<file path="src/rtl/piradip_axilite_cmd_manager.sv">
// AXI4-Lite manager: one valid/ready command (single 32-bit write or read) becomes one AXI4-Lite
// transaction and one response; strictly one outstanding, in order. Zero-wait write: rsp_valid 3 cycles after accept.
module piradip_axilite_cmd_manager #(
    parameter int ADDR_WIDTH = 32,
    parameter int CNT_WIDTH  = 16
) (
    input  logic                  clk,
    input  logic                  resetn,
    input  logic                  cmd_valid,
    output logic                  cmd_ready,
    input  logic                  cmd_write,
    input  logic [ADDR_WIDTH-1:0] cmd_addr,
    input  logic [31:0]           cmd_wdata,
    input  logic [3:0]            cmd_wstrb,
    output logic                  rsp_valid,
    input  logic                  rsp_ready,
    output logic                  rsp_write,
    output logic [31:0]           rsp_rdata,
    output logic [1:0]            rsp_resp,
    output logic                  busy,
    output logic [CNT_WIDTH-1:0]  txn_count,
    output logic [CNT_WIDTH-1:0]  err_count,
    output logic [ADDR_WIDTH-1:0] m_awaddr,
    output logic [2:0]            m_awprot,
    output logic                  m_awvalid,
    input  logic                  m_awready,
    output logic [31:0]           m_wdata,
    output logic [3:0]            m_wstrb,
    output logic                  m_wvalid,
    input  logic                  m_wready,
    input  logic [1:0]            m_bresp,
    input  logic                  m_bvalid,
    output logic                  m_bready,
    output logic [ADDR_WIDTH-1:0] m_araddr,
    output logic [2:0]            m_arprot,
    output logic                  m_arvalid,
    input  logic                  m_arready,
    input  logic [31:0]           m_rdata,
    input  logic [1:0]            m_rresp,
    input  logic                  m_rvalid,
    output logic                  m_rready
);

    typedef enum logic [2:0] {
        S_IDLE,
        S_WR,
        S_BRESP,
        S_RD,
        S_RDATA,
        S_RSP
    } state_t;

    state_t                  state_q, state_d;
    logic                    write_q, write_d;
    logic [ADDR_WIDTH-1:0]   addr_q, addr_d;
    logic [31:0]             wdata_q, wdata_d;
    logic [3:0]              wstrb_q, wstrb_d;
    logic                    aw_pend_q, aw_pend_d;
    logic                    w_pend_q, w_pend_d;
    logic [31:0]             rdata_q, rdata_d;
    logic [1:0]              resp_q, resp_d;
    logic [CNT_WIDTH-1:0]    txn_q, txn_d;
    logic [CNT_WIDTH-1:0]    err_q, err_d;

    always_ff @(posedge clk or negedge resetn) begin
        if (!resetn) begin
            state_q   <= S_IDLE;
            write_q   <= 1'b0;
            addr_q    <= '0;
            wdata_q   <= '0;
            wstrb_q   <= '0;
            aw_pend_q <= 1'b0;
            w_pend_q  <= 1'b0;
            rdata_q   <= '0;
            resp_q    <= '0;
            txn_q     <= '0;
            err_q     <= '0;
        end else begin
            state_q   <= state_d;
            write_q   <= write_d;
            addr_q    <= addr_d;
            wdata_q   <= wdata_d;
            wstrb_q   <= wstrb_d;
            aw_pend_q <= aw_pend_d;
            w_pend_q  <= w_pend_d;
            rdata_q   <= rdata_d;
            resp_q    <= resp_d;
            txn_q     <= txn_d;
            err_q     <= err_d;
        end
    end

    always_comb begin
        state_d   = state_q;
        write_d   = write_q;
        addr_d    = addr_q;
        wdata_d   = wdata_q;
        wstrb_d   = wstrb_q;
        aw_pend_d = aw_pend_q;
        w_pend_d  = w_pend_q;
        rdata_d   = rdata_q;
        resp_d    = resp_q;
        txn_d     = txn_q;
        err_d     = err_q;
        case (state_q)
            S_IDLE: begin
                if (cmd_valid) begin
                    write_d   = cmd_write;
                    addr_d    = cmd_addr;
                    wdata_d   = cmd_wdata;
                    wstrb_d   = cmd_wstrb;
                    aw_pend_d = cmd_write;
                    w_pend_d  = cmd_write;
                    state_d   = cmd_write ? S_WR : S_RD;
                end
            end
            S_WR: begin
                // AW and W retire independently; move on once both are done
                if (aw_pend_q && m_awready) aw_pend_d = 1'b0;
                if (w_pend_q && m_wready)   w_pend_d  = 1'b0;
                if ((!aw_pend_q || m_awready) && (!w_pend_q || m_wready))
                    state_d = S_BRESP;
            end
            S_BRESP: begin
                if (m_bvalid) begin
                    resp_d  = m_bresp;
                    rdata_d = '0;
                    state_d = S_RSP;
                end
            end
            S_RD: begin
                if (m_arready) state_d = S_RDATA;
            end
            S_RDATA: begin
                if (m_rvalid) begin
                    resp_d  = m_rresp;
                    rdata_d = m_rdata;
                    state_d = S_RSP;
                end
            end
            S_RSP: begin
                if (rsp_ready) begin
                    state_d = S_IDLE;
                    txn_d   = txn_q + CNT_WIDTH'(1);
                    if (resp_q != 2'b00 && err_q != '1)
                        err_d = err_q + CNT_WIDTH'(1);
                end
            end
            default: state_d = S_IDLE;
        endcase
    end

    assign cmd_ready = (state_q == S_IDLE) && resetn;
    assign busy      = (state_q != S_IDLE);
    assign rsp_valid = (state_q == S_RSP);
    assign rsp_write = write_q;
    assign rsp_rdata = rdata_q;
    assign rsp_resp  = resp_q;
    assign txn_count = txn_q;
    assign err_count = err_q;

    assign m_awaddr  = addr_q;
    assign m_awprot  = 3'b000;
    assign m_awvalid = (state_q == S_WR) && aw_pend_q;
    assign m_wdata   = wdata_q;
    assign m_wstrb   = wstrb_q;
    assign m_wvalid  = (state_q == S_WR) && w_pend_q;
    assign m_bready  = (state_q == S_BRESP);
    assign m_araddr  = addr_q;
    assign m_arprot  = 3'b000;
    assign m_arvalid = (state_q == S_RD);
    assign m_rready  = (state_q == S_RDATA);

endmodule

</file>
<file path="config.mk">
export PLATFORM = sky130hd
export DESIGN_NAME = piradip_axilite_cmd_manager
export DESIGN_NICKNAME = d
export VERILOG_FILES = /design/src/rtl/piradip_axilite_cmd_manager.sv
export SDC_FILE = /design/constraint.sdc
export NUM_CORES = 1
export LEC_CHECK = 0
export ABC_AREA = 1
export BUFFER_PORTS_ARGS = -buffer_cell sky130_fd_sc_hd__buf_4
export CAP_MARGIN = 5
export CORE_UTILIZATION = 47
export CTS_CLUSTER_DIAMETER = 120
export DETAILED_ROUTE_END_ITERATION = 10
export PLACE_DENSITY = 0.91
export SYNTH_ARGS = -nofsm -noshare
export SYNTH_HDL_FRONTEND = slang
export SYNTH_SLANG_ARGS = --single-unit
</file>
<file path="constraint.sdc">
create_clock -name clk -period 1.9 [get_ports clk]
set_input_delay 0.095 -clock clk [delete_from_list [all_inputs] [get_ports clk]]
set_output_delay 0.095 -clock clk [all_outputs]
set_load 0.02 [all_outputs]
</file>
Word level (Yosys, flattened, before mapping)
Index checks and enable logic that the tools add are counted.
{"block": "totals", "inputBits": 114, "reg_bits": 140, "out_inout_bits": 181, "word_cells": 69}
{"block": "op_classes", "reduce_logical": 23, "muxes": 19, "eq_ne": 14, "n_addsub": 2}
{"op": "$mux 32", "n": 2}
{"op": "$pmux 32 s2", "n": 1}
{"op": "$add 16x1->16 const B", "n": 2}
{"op": "$mux 3", "n": 6}
{"op": "$pmux 3 s6", "n": 1}
{"op": "$ne 16x16->1 const B", "n": 1}
{"op": "$ne 2x2->1 const B", "n": 6}
{"op": "$reduce_and 3->1", "n": 4}
{"op": "$logic_and 1x1->1", "n": 7}
{"op": "$eq 3x2->1 const B", "n": 2}
{"op": "$eq 3x3->1 const B", "n": 2}
{"op": "$mux 2", "n": 3}
{"op": "$reduce_and 6->1", "n": 1}
{"op": "$reduce_bool 2->1", "n": 3}
{"op": "$ne 2x1->1 const B", "n": 2}
{"op": "$pmux 1 s2", "n": 2}
{"op": "$pmux 2 s2", "n": 1}
{"op": "$reduce_and 2->1", "n": 2}
{"op": "$eq 3x1->1 const B", "n": 1}
{"op": "$logic_not 3->1", "n": 1}
{"op": "$mux 1", "n": 3}
{"op": "$reduce_bool 3->1", "n": 1}
{"op": "$logic_not 1->1", "n": 2}
{"op": "$logic_or 1x1->1", "n": 2}

Logic depth before layout (Yosys ltp)
Gate-level depths: netlist of run 1.
{"block": "logic_depth", "word_depth": 5, "mapped_depth": 10, "ltp_nobuf": 9}

Least setup slack after synthesis of run 1
No wires, ideal clock.
{"block": "synth_path", "kind": "register to register", "start": "register err_q[0], in the netlist err_count[0]", "end": "register err_q[10], in the netlist err_count[10]", "slack_ns": 0.276, "period_less_slack_ns": 1.624, "t_arrival_ns": 1.507, "stages_incl_launch_ff": 10, "n_path_buf": 1, "required_ns": 1.783, "setup_ns": 0.117, "cell_sequence": "dfrtp_1 ha_1 nand2_1 nor2_1 nand2_1 nor2_1 nor2_1 buf_4 nand3_1 nand2_1"}
{"block": "synth_between", "elab_chain_cells": 3, "elab_cells_between_ends": 4, "classes_between": "add/sub (1); eq/ne (1); reduce/logical (2)"}
{"element": "from (decl)", "line": "63", "rtl": "logic [CNT_WIDTH-1:0] err_q, err_d;"}
{"element": "from (signal assigned)", "line": "89", "rtl": "err_q <= err_d;"}
{"element": "parallel branches: the longest is 3 deep, another holds $add 16x1->16"}
Several ways; the timed one is not identified.
A chain may end at the register's enable or synchronous reset.

Worst setup path after layout of run 1
{"block": "layout_path", "start": "register state_q[0]", "end": "register rdata_q[14], in the netlist rsp_rdata[14]"}
{"block": "layout_between", "elab_chain_cells": 3, "elab_cells_between_ends": 7, "classes_between": "eq/ne (4); mux (1); reduce/logical (2)"}
{"element": "from (decl)", "line": "53", "rtl": "state_t state_q, state_d;"}
{"element": "from (signal assigned)", "line": "79", "rtl": "state_q <= state_d;"}
{"element": "$eq 3x3->1 or $eq 3x2->1 (tied branches)", "line": "105", "rtl": "case (state_q)"}
{"element": "$ne 2x2->1 (no source line) or $reduce_bool 2->1 (tied branches)"}
{"element": "$reduce_and 3->1 (no source line)"}
{"element": "to (signal assigned)", "line": "86", "rtl": "rdata_q <= rdata_d;"}
{"element": "to (decl)", "line": "60", "rtl": "logic [31:0] rdata_q, rdata_d;"}
Parallel ways exist; a longest one is shown, timed or not.

==> results of run 1 <==
## power groups by stage
stage | sequential (W) | combinational, W | clock (W)
6_report | 0.00511 | 0.00766 | 0.00389
5_1_grt | 0.00521 | 0.00816 | 0.00406
4_1_cts | 0.00498 | 0.00733 | 0.00390
3_5_place_dp | 0.00498 | 0.00712 | 0
3_3_place_gp | 0.00496 | 0.00692 | 0
2_1_floorplan | 0.00615 | 0.00327 | 0
## final timing paths
path                       startpoint            end  slack, ns  cells past startpoint
setup / recovery           state_q[0]  rsp_rdata[14]       0.14                      7
min in group asynchronous      resetn  txn_count[15]       0.14                      2
hold / removal              cmd_write       w_pend_q       0.02                      3
max in group asynchronous      resetn   rsp_rdata[5]       0.96                      3
hold reg to reg            m_wdata[4]     m_wdata[4]       0.49                      2
setup reg to reg           state_q[0]  rsp_rdata[14]       0.14                      7
## registers in the layout, summed over array words and instances (netlist names), 2 cells and up
signal,cells
err_count,16
m_araddr,32
m_wdata,32
m_wstrb,4
rsp_rdata,32
rsp_resp,2
state_q,3
txn_count,16
## placed cells by master, fill, tap and decap left out, types with 7 or more instances in the layout
master	instances
sky130_fd_sc_hd__nand3_1	35
sky130_fd_sc_hd__inv_1	39
sky130_fd_sc_hd__nand4_1	8
sky130_fd_sc_hd__clkbuf_16	17
sky130_fd_sc_hd__nor2_1	38
sky130_fd_sc_hd__o21ai_1	20
sky130_fd_sc_hd__dlygate4sd3_1	103
sky130_fd_sc_hd__nand2_1	400
sky130_fd_sc_hd__xor2_1	7
sky130_fd_sc_hd__buf_4	315
sky130_fd_sc_hd__o21ai_0	25
sky130_fd_sc_hd__dfrtp_1	139
## cell type report
type,instances,share of cell area [%]
Sequential cell,140,33.3
Inverter,47,1.72
Multi-Input combinational cell,574,23.5
Tap cell,180,2.14
Antenna cell,1,0.0238
Clock inverter,12,2.20
Timing Repair Buffer,421,32.8
Clock buffer,19,4.30
## metrics by stage
stage / setup slack [ns] / util [%] / setup TNS (ns)
4_1_cts: 0.0639 / 75.7 / 0
2_1_floorplan: 0.276 / - / 0
6_report: 0.143 / 75.8 / 0
3_3_place_gp: -0.189 / 63.4 / -2.16
5_1_grt: 0.0335 / 75.8 / 0
3_5_place_dp: -0.309 / 63.4 / -4.18
## tightest hold or removal path, delay by kind of cell
family,cells,cell delay [ns]
buffers and inverters,2,0.19
AO/OA/AOI/OAI,1,0.09
## timing repair
item,CTS,global route
resized for setup,1,2
endpoints found under the setup margin,16,21
hold buffers,103,0
hold endpoints to repair,158,0
## cells by family (layout without fill, tap and decap cells)
group,after synthesis,after routing,share of synthesized area [%]
flops,140,140,52.4
simple gates,506,506,31.0
fa+ha+maj,2,2,0.374
other cells,1,7,0.0561
compound gates,47,47,3.52
buf+inv,115,499,10.9
xor+xnor,13,13,1.70
## metal layers
layer	global-route usage (%)	vias up
met4	20.1	0
met1	38.1	3487
li1	-	3257
met3	9.40	116
met2	57.7	446
met5	0	-
==> results summary, run 1 <==
The fraction of power consumed by combinational cells is between 40 and 50%. The die covers approximately 0.015 sq mm. The via count of the first global-routing pass was 7,425. The wire length of the first global-routing pass came out at around 38,000 um.

The sequential cell area fraction in the yosys report came out at between 50 and 60%. Summed over all layers, the global routing overflow is 0. In this run the remaining antenna-violating nets after routing total 0. The register bit count reported by yosys came out at 140. The most prevalent standard cell on the critical path is sky130_fd_sc_hd__nand2_1. The dominant register cell in the synthesized netlist is sky130_fd_sc_hd__dfrtp_1. The cell area after placement is approximately 0.009 sq mm. The count of final setup violators is 0. The number of rows created at floorplan came out at 43.

The finished layout cell area is between 0.01 and 0.015 sq mm. After detailed routing, the number of remaining DRC violations is 0. In this run the clock root is driven by a sky130_fd_sc_hd__clkbuf_16. The effective utilization at floorplan is around 48%. The die outline height is 121 um. Among all cell types in the netlist, the one instantiated most often is sky130_fd_sc_hd__nand2_1. Setup repair after global routing left no endpoint under its margin.

The cell family contributing the most delay on the critical path is simple AND/OR/NAND/NOR gates. The number of iterations in the first detailed-routing pass came out at 5. The number of placed I/O pins came out at 295. The number of buffers inserted during clock tree synthesis came out at 17. The worst-case vdd ir drop came out at approximately 1200 uV. Cell internal power was estimated by the tool at 0.00957 W. The worst endpoint required time is 2.25 ns. The clock skew after layout is between 0.009 and 0.01 ns. Input and output buffers added on the ports amount to 288. Counting the fill cells in the layout gives between 800 and 900. The count of max-cap constraint violations came out at 0. The final critical path time including I/O delays and setup came out at 1.76 ns.

The met2 routed wirelength is ~12,000 um. Traced cell by cell, the critical path runs through nor2_4 -> nand2_2 -> clkinv_2 -> nand3_1 -> inv_2 -> nand2_1 -> nand2_1. The category of the most critical setup path is flop to flop.

The portion of total power attributed to sequential cells came out at 30.7%. In this run the mean area of a mapped cell was 8.11 sq um. After the last flow step, the layout net total stands at 1,317. The first routing iteration left 572 violations. The total number of vias came out at about 7,300. The post-route met1 wirelength came out at a little under 9000 um. The total area inside the core boundary comes to 0.0139 sq mm. Relative to the synthesized area, the layout overhead comes to 57.4%. The CTS H-tree depth came out at 4. The final standard cell count with taps included and fillers excluded came out at ~1,400. The initial antenna violation count came out at 1. After synthesis, the most frequently instantiated cells are 400 x sky130_fd_sc_hd__nand2_1, 140 x sky130_fd_sc_hd__dfrtp_1, 42 x sky130_fd_sc_hd__buf_4. The count of yosys warnings during synthesis is 0.

The kind of capture point of the worst setup path is a flop. The worst max-slew margin expressed relative to the limit is 63.6%. The power density over cell area is about 1600 mW/mm^2. The top-area cell type share of the netlist area came out at 52.4%. The estimated wirelength of the detail-placed design is 13,700 um. Together, buffers and inverters on the worst path number 2. Routability-driven placement finished with a final weighted congestion of 0.833. The area of the mapped netlist came out at 0.00669 sq mm. After detailed routing, the average wire length per cell comes to between 15 and 20 um.

Summed over all layers, the routed wires come to 24,200 um. For this design, the slowest cell found on the critical path is sky130_fd_sc_hd__dfrtp_2. By area the synthesized netlist is led by sky130_fd_sc_hd__dfrtp_1 52%, sky130_fd_sc_hd__nand2_1 22%, sky130_fd_sc_hd__buf_4 4.7%.

At the pin with the least slew margin, the transition time is 0.545 ns. The number of instances in the synthesized netlist is 824. The count of flip-flops with a built-in enable after synthesis is 0. The clock-pin slew on the worst setup and hold paths is 0.06 ns. The multi-input combinational cell area is 0.00248 sq mm. The clock sink total came out at 140.

The worst-skew pair later-pin latency came out at roughly 0.42 ns. The run finished with clean final reports. The clock share of power came out at 23.3%. The arrival time at the worst endpoint came out at 2.11 ns. The number of slew-limit violations in the final report is 0. The biggest area contributor in the post-synthesis netlist is sky130_fd_sc_hd__dfrtp_1.

The share of the clock period used by the worst path is 92.5%. The switching power of the nets came out at between 0.007 and 0.008 W. The number of failing hold endpoints at the final stage is 0.

Derived from the worst setup path, the maximum achievable clock frequency is 0.569 GHz. The die width is 121 um. Power comes to 0.0167 W. The static leakage came out at 5.75 nW. For this run, the slowest stage of the critical path takes between 0.4 and 0.5 ns. The post-CTS repair timing setup buffer count is 0.

The overall routing resource usage is 34.0%. The fraction of final layout cells with drive strength greater than 1 came out at 31.1%. The number of placed instances, taps included, is 1,259. The pin count of the biggest net entering global routing came out at between 60 and 70. The worst hold-check slack is 0.0165 ns. The number of different library cells used by synthesis comes to 29. Signal routing reaches up to met4.

In the routed layout, each cell is associated on average with a via count of 5.24. The tightest min-delay check is of the input pin to flop type. TritonCTS built the clock tree. The switching fraction of total power is 42.6%.

The proportion of register bits with asynchronous set or reset after synthesis is 100%. The maximum number of buffers from clock root to sink came out at 2. The flip-flop and latch area came out at 0.00350 sq mm. In this run the worst path has a maximum fanout of 32. STA classifies the critical path startpoint as a flop. The detailed route wirelength on metal3 is 1870 um.
No activity file was read; power rests on OpenSTA's default activity.
==> inputs of run 2 (changes only) <==
- ABC_AREA: 1 -> not set
- CORE_UTILIZATION: 47 -> 46
- CTS_CLUSTER_SIZE: not set -> 25
==> run 2 against run 1 <==
  * Hold slack better by 0.039 ns
  * Final cell count shrank 27%
  * Synthesized cell count fell by 46%
  * Critical path depth fell by 2
  * Critical endpoint is now err_count[12]
  * Non-clock buffer count down 11
  * Register-to-register slack got worse by 0.06 ns
  * Utilization up 2.3 points
  * Die area is 6.6% lower
  * Clock skew fell by 0.0012 ns
  * Sequential share of layout area rose by 1.9 points
==> results summary, run 2 <==
The final antenna-violating net count is 0 (unchanged). The number of failing hold endpoints at the final stage came out at 0 (unchanged). The total number of vias is 5,252 (-28%). The library cell used as clock root buffer is sky130_fd_sc_hd__clkbuf_16. The worst hold-check slack is 0.0557 ns (+0.0392 ns). The highest cell delay on the worst timing path is 0.44 ns (-0.04 ns). The number of distinct library cells after synthesis came to 52 (+79%). The arrival time at the worst endpoint came out at 2.14 ns (+0.03 ns).

The count of final setup violators was 0 (unchanged). The total detailed-routing wirelength is 21,300 um (-12%). The worst endpoint required time is 2.22 ns (-0.03 ns). The critical path is of the flop to flop type. The estimated wirelength of the detail-placed design is 12,100 um (-11%). The area of the mapped netlist came out at 0.00611 sq mm (-8.7%). The transition time of the tightest slew-check pin came out at 0.587 ns (+0.0427 ns). The growth of design area from synthesis to finish is 63.4%. The iteration-0 DRC count of the detailed router is 240 (-58%).

The die footprint came to 0.0137 sq mm (-6.6%). The count of flip-flops with a built-in enable after synthesis is 0 (unchanged). The signal on the critical path passes through ha_1 -> nand4_2 -> or2_2 -> nor4_2 -> xor2_1. The worst-case vdd ir drop came out at 1040 uV (-10%).

The clock skew after layout came out at 0.00837 ns (-0.00119 ns). The average footprint of a synthesized cell is 13.7 sq um (+69%). For this design, the slowest cell found on the critical path is sky130_fd_sc_hd__dfrtp_1. The overall routing resource usage came out at 31.3% (-2.7 points). The CTS H-tree depth came out at 4 (unchanged).

The leftover overflow at the end of global routing is 0 (unchanged). The number of iterations in the first detailed-routing pass is 4 (-1). The final critical path time including I/O delays and setup was 1.82 ns (+0.0599 ns). The effective utilization at floorplan came out at 47.8% (-0.37 points).

The pin count of the biggest net entering global routing is 71 (+2.9%). The highest clock frequency the design can meet was 0.550 GHz (-3.3%). The post-detailed-route via-to-cell ratio is 5.19 (-0.88%). In the post-synthesis netlist, the biggest area contributors are sky130_fd_sc_hd__dfrtp_1 57%, sky130_fd_sc_hd__mux2_2 14%, sky130_fd_sc_hd__buf_4 5.2%. The portion of total power attributed to sequential cells is 32.3% (+1.6 points). The most frequent cell after synthesis is sky130_fd_sc_hd__dfrtp_1.

The worst-skew pair later-pin latency is 0.41 ns (about the same). The number of buffers inserted during clock tree synthesis came out at 17 (unchanged). The fraction of final layout cells with drive strength greater than 1 is 52.6% (+22 points). The final net count is 939 (-29%). The average detailed-routed wire length per instance is 21.1 um (+21%). The worst hold path belongs to the class input pin to flop.

By count the netlist is led by 140 x sky130_fd_sc_hd__dfrtp_1, 77 x sky130_fd_sc_hd__mux2_2, 42 x sky130_fd_sc_hd__buf_4. The total of fill cells in the finished design was 701 (-18%). The wire length of the first global-routing pass is 31,000 um (-18%). The initial antenna violation count is 4 (+3).

The weighted congestion reported at the end of routability-driven placement is 0.831 (-0.25%). TritonCTS built the clock tree. The sequential cell area fraction in the yosys report came out at 57.4% (+5.0 points). sky130_fd_sc_hd__dfrtp_1 takes more of the synthesized area than any other cell. The register bit count reported by yosys is 140 (unchanged).

The fraction of power consumed by combinational cells is 46.7% (+0.7 points). The count of yosys warnings during synthesis was 0 (unchanged). The most used flip-flop cell after synthesis is sky130_fd_sc_hd__dfrtp_1. The clock-pin slew on the worst setup and hold paths is 0.06 ns (about the same). The total of buffers placed on input and output ports came to 288 (unchanged). The internal power of the cells came out at 0.00966 W (+0.99%).

The most common cell after layout, fill and taps aside is sky130_fd_sc_hd__buf_4. The maximum number of buffers from clock root to sink is 2 (unchanged). The library cells used most frequently in the layout, excluding fill and tap cells, are 300 x sky130_fd_sc_hd__buf_4, 137 x sky130_fd_sc_hd__dfrtp_1, 104 x sky130_fd_sc_hd__dlygate4sd3_1, 77 x sky130_fd_sc_hd__mux2_2, 32 x sky130_fd_sc_hd__a22o_1. The count of max-cap constraint violations is 0 (unchanged). The largest fanout on the critical path is 6 (-81%). The die outline height is 117 um (-3.4%). The clock share of power came out at 21.1% (-2.2 points).

The proportion of register bits with asynchronous set or reset after synthesis came out at 100% (unchanged). The total core area came out at 0.0128 sq mm (-8.0%). The number of slew-limit violations in the final report is 0 (unchanged). The static leakage came out at 4.84 nW (-16%). The detailed-route DRC error count came out at 0 (unchanged). The switching fraction of total power is 39.3% (-3.3 points).

The run finished with clean final reports. The via count of the first global-routing pass is 5,488 (-26%). The worst setup path is captured at a flop.

The share of the clock period used by the worst path came to 95.7% (+3.2 points). The worst setup path is launched from a flop. The number of rows created at floorplan is 41 (-4.7%). The number of instances in the synthesized netlist is 446 (-46%). The total negative slack is 0 ns (unchanged). The power density over cell area is 1600 mW/mm^2 (+0.74%). The switching power of the nets came out at 0.00625 W (-12%). The die width was 117 um (-3.4%). The top-area cell type share of the netlist area is 57.4% (+5.0 points). The clock sink total came to 140 (unchanged). The number of placed I/O pins is 295 (unchanged). The worst max-slew margin expressed relative to the limit is 60.8% (-2.8 points).
run 2: routing by layer:
layer / routed length, um / GRT usage (%) / part of all wire, %
met3: 1500 / 11.0 / 7.0
met1: 7580 / 34.3 / 36
met2: 11300 / 52.9 / 53
met4: 935 / 17.9 / 4.4
met5: 13 / 0 / 0.061
run 2: logic make-up after synthesis:
| logic type | Yosys count | share of synthesized area, % |
|---|---|---|
| other cells | 1 | 0.0614 |
| mux | 77 | 14.2 |
| flops | 140 | 57.4 |
| xor+xnor | 28 | 4.02 |
| simple gates | 75 | 8.38 |
| fa+ha+maj | 2 | 0.410 |
| compound gates | 56 | 8.40 |
| buf+inv | 67 | 7.15 |
run 2: cell type report:
class / count / area [sq um] / share of cell area (%)
Clock buffer: 23 / 488 / 4.89
Inverter: 10 / 37.5 / 0.376
Timing Repair Buffer: 410 / 3400 / 34.1
Multi-Input combinational cell: 244 / 2200 / 22.1
Sequential cell: 140 / 3510 / 35.2
Clock inverter: 9 / 111 / 1.12
Tap cell: 172 / 215 / 2.16
Antenna cell: 3 / 7.51 / 0.0753
run 2: final timing paths:
check,start,end,slack [ns],depth (start not counted)
worst max register to register,err_count[1],err_count[12],0.08,5
max in group asynchronous,resetn,rsp_rdata[2],0.90,3
min in group asynchronous,resetn,err_count[1],0.13,2
worst min-delay path,m_bresp[0],rsp_resp[0],0.06,3
worst max-delay path,err_count[1],err_count[12],0.08,5
worst min register to register,txn_count[15],txn_count[15],0.48,1
run 2: critical path: cells and delay by family (launching register included):
kind | cells | cell delay [ns]
XOR/XNOR | 1 | 0.17
flip-flops | 1 | 0.44
AND/OR/NAND/NOR | 3 | 0.86
adder cells (fa/ha/maj) | 1 | 0.25
run 2: power groups by stage:
| stage | combinational, W | clock, W | sequential, W |
|---|---|---|---|
| after floorplan | 0.00308 | 0 | 0.00605 |
| after CTS | 0.00721 | 0.00336 | 0.00498 |
| final | 0.00742 | 0.00335 | 0.00514 |
| after global routing | 0.00785 | 0.00354 | 0.00526 |
| after detailed placement | 0.00699 | 0 | 0.00499 |
| after global placement | 0.00680 | 0 | 0.00491 |
run 2: metrics by stage:
| step | setup slack (ns) | instances | instance area, sq um | total power [W] | utilization, % |
|---|---|---|---|---|---|
| global route | -0.00532 | 1010 | 9970 | 0.0166 | 78.1 |
| CTS | 0.0510 | 1007 | 9950 | 0.0156 | 77.9 |
| finish | 0.0826 | 1011 | 9980 | 0.0159 | 78.1 |
| global placement | 0.177 | 871 | 8310 | 0.0117 | 65.0 |
| detailed placement | 0.0860 | 871 | 8310 | 0.0120 | 65.0 |
| floorplan | 0.0831 | 451 | 6120 | 0.00913 | - |
run 2: repair_timing:
action | 4_1_cts | 5_1_grt
endpoints found under the hold margin | 196 | 0
buffers inserted | 0 | 1
setup endpoints to repair | 0 | 46
hold buffers | 104 | 0
resized for setup | 0 | 6
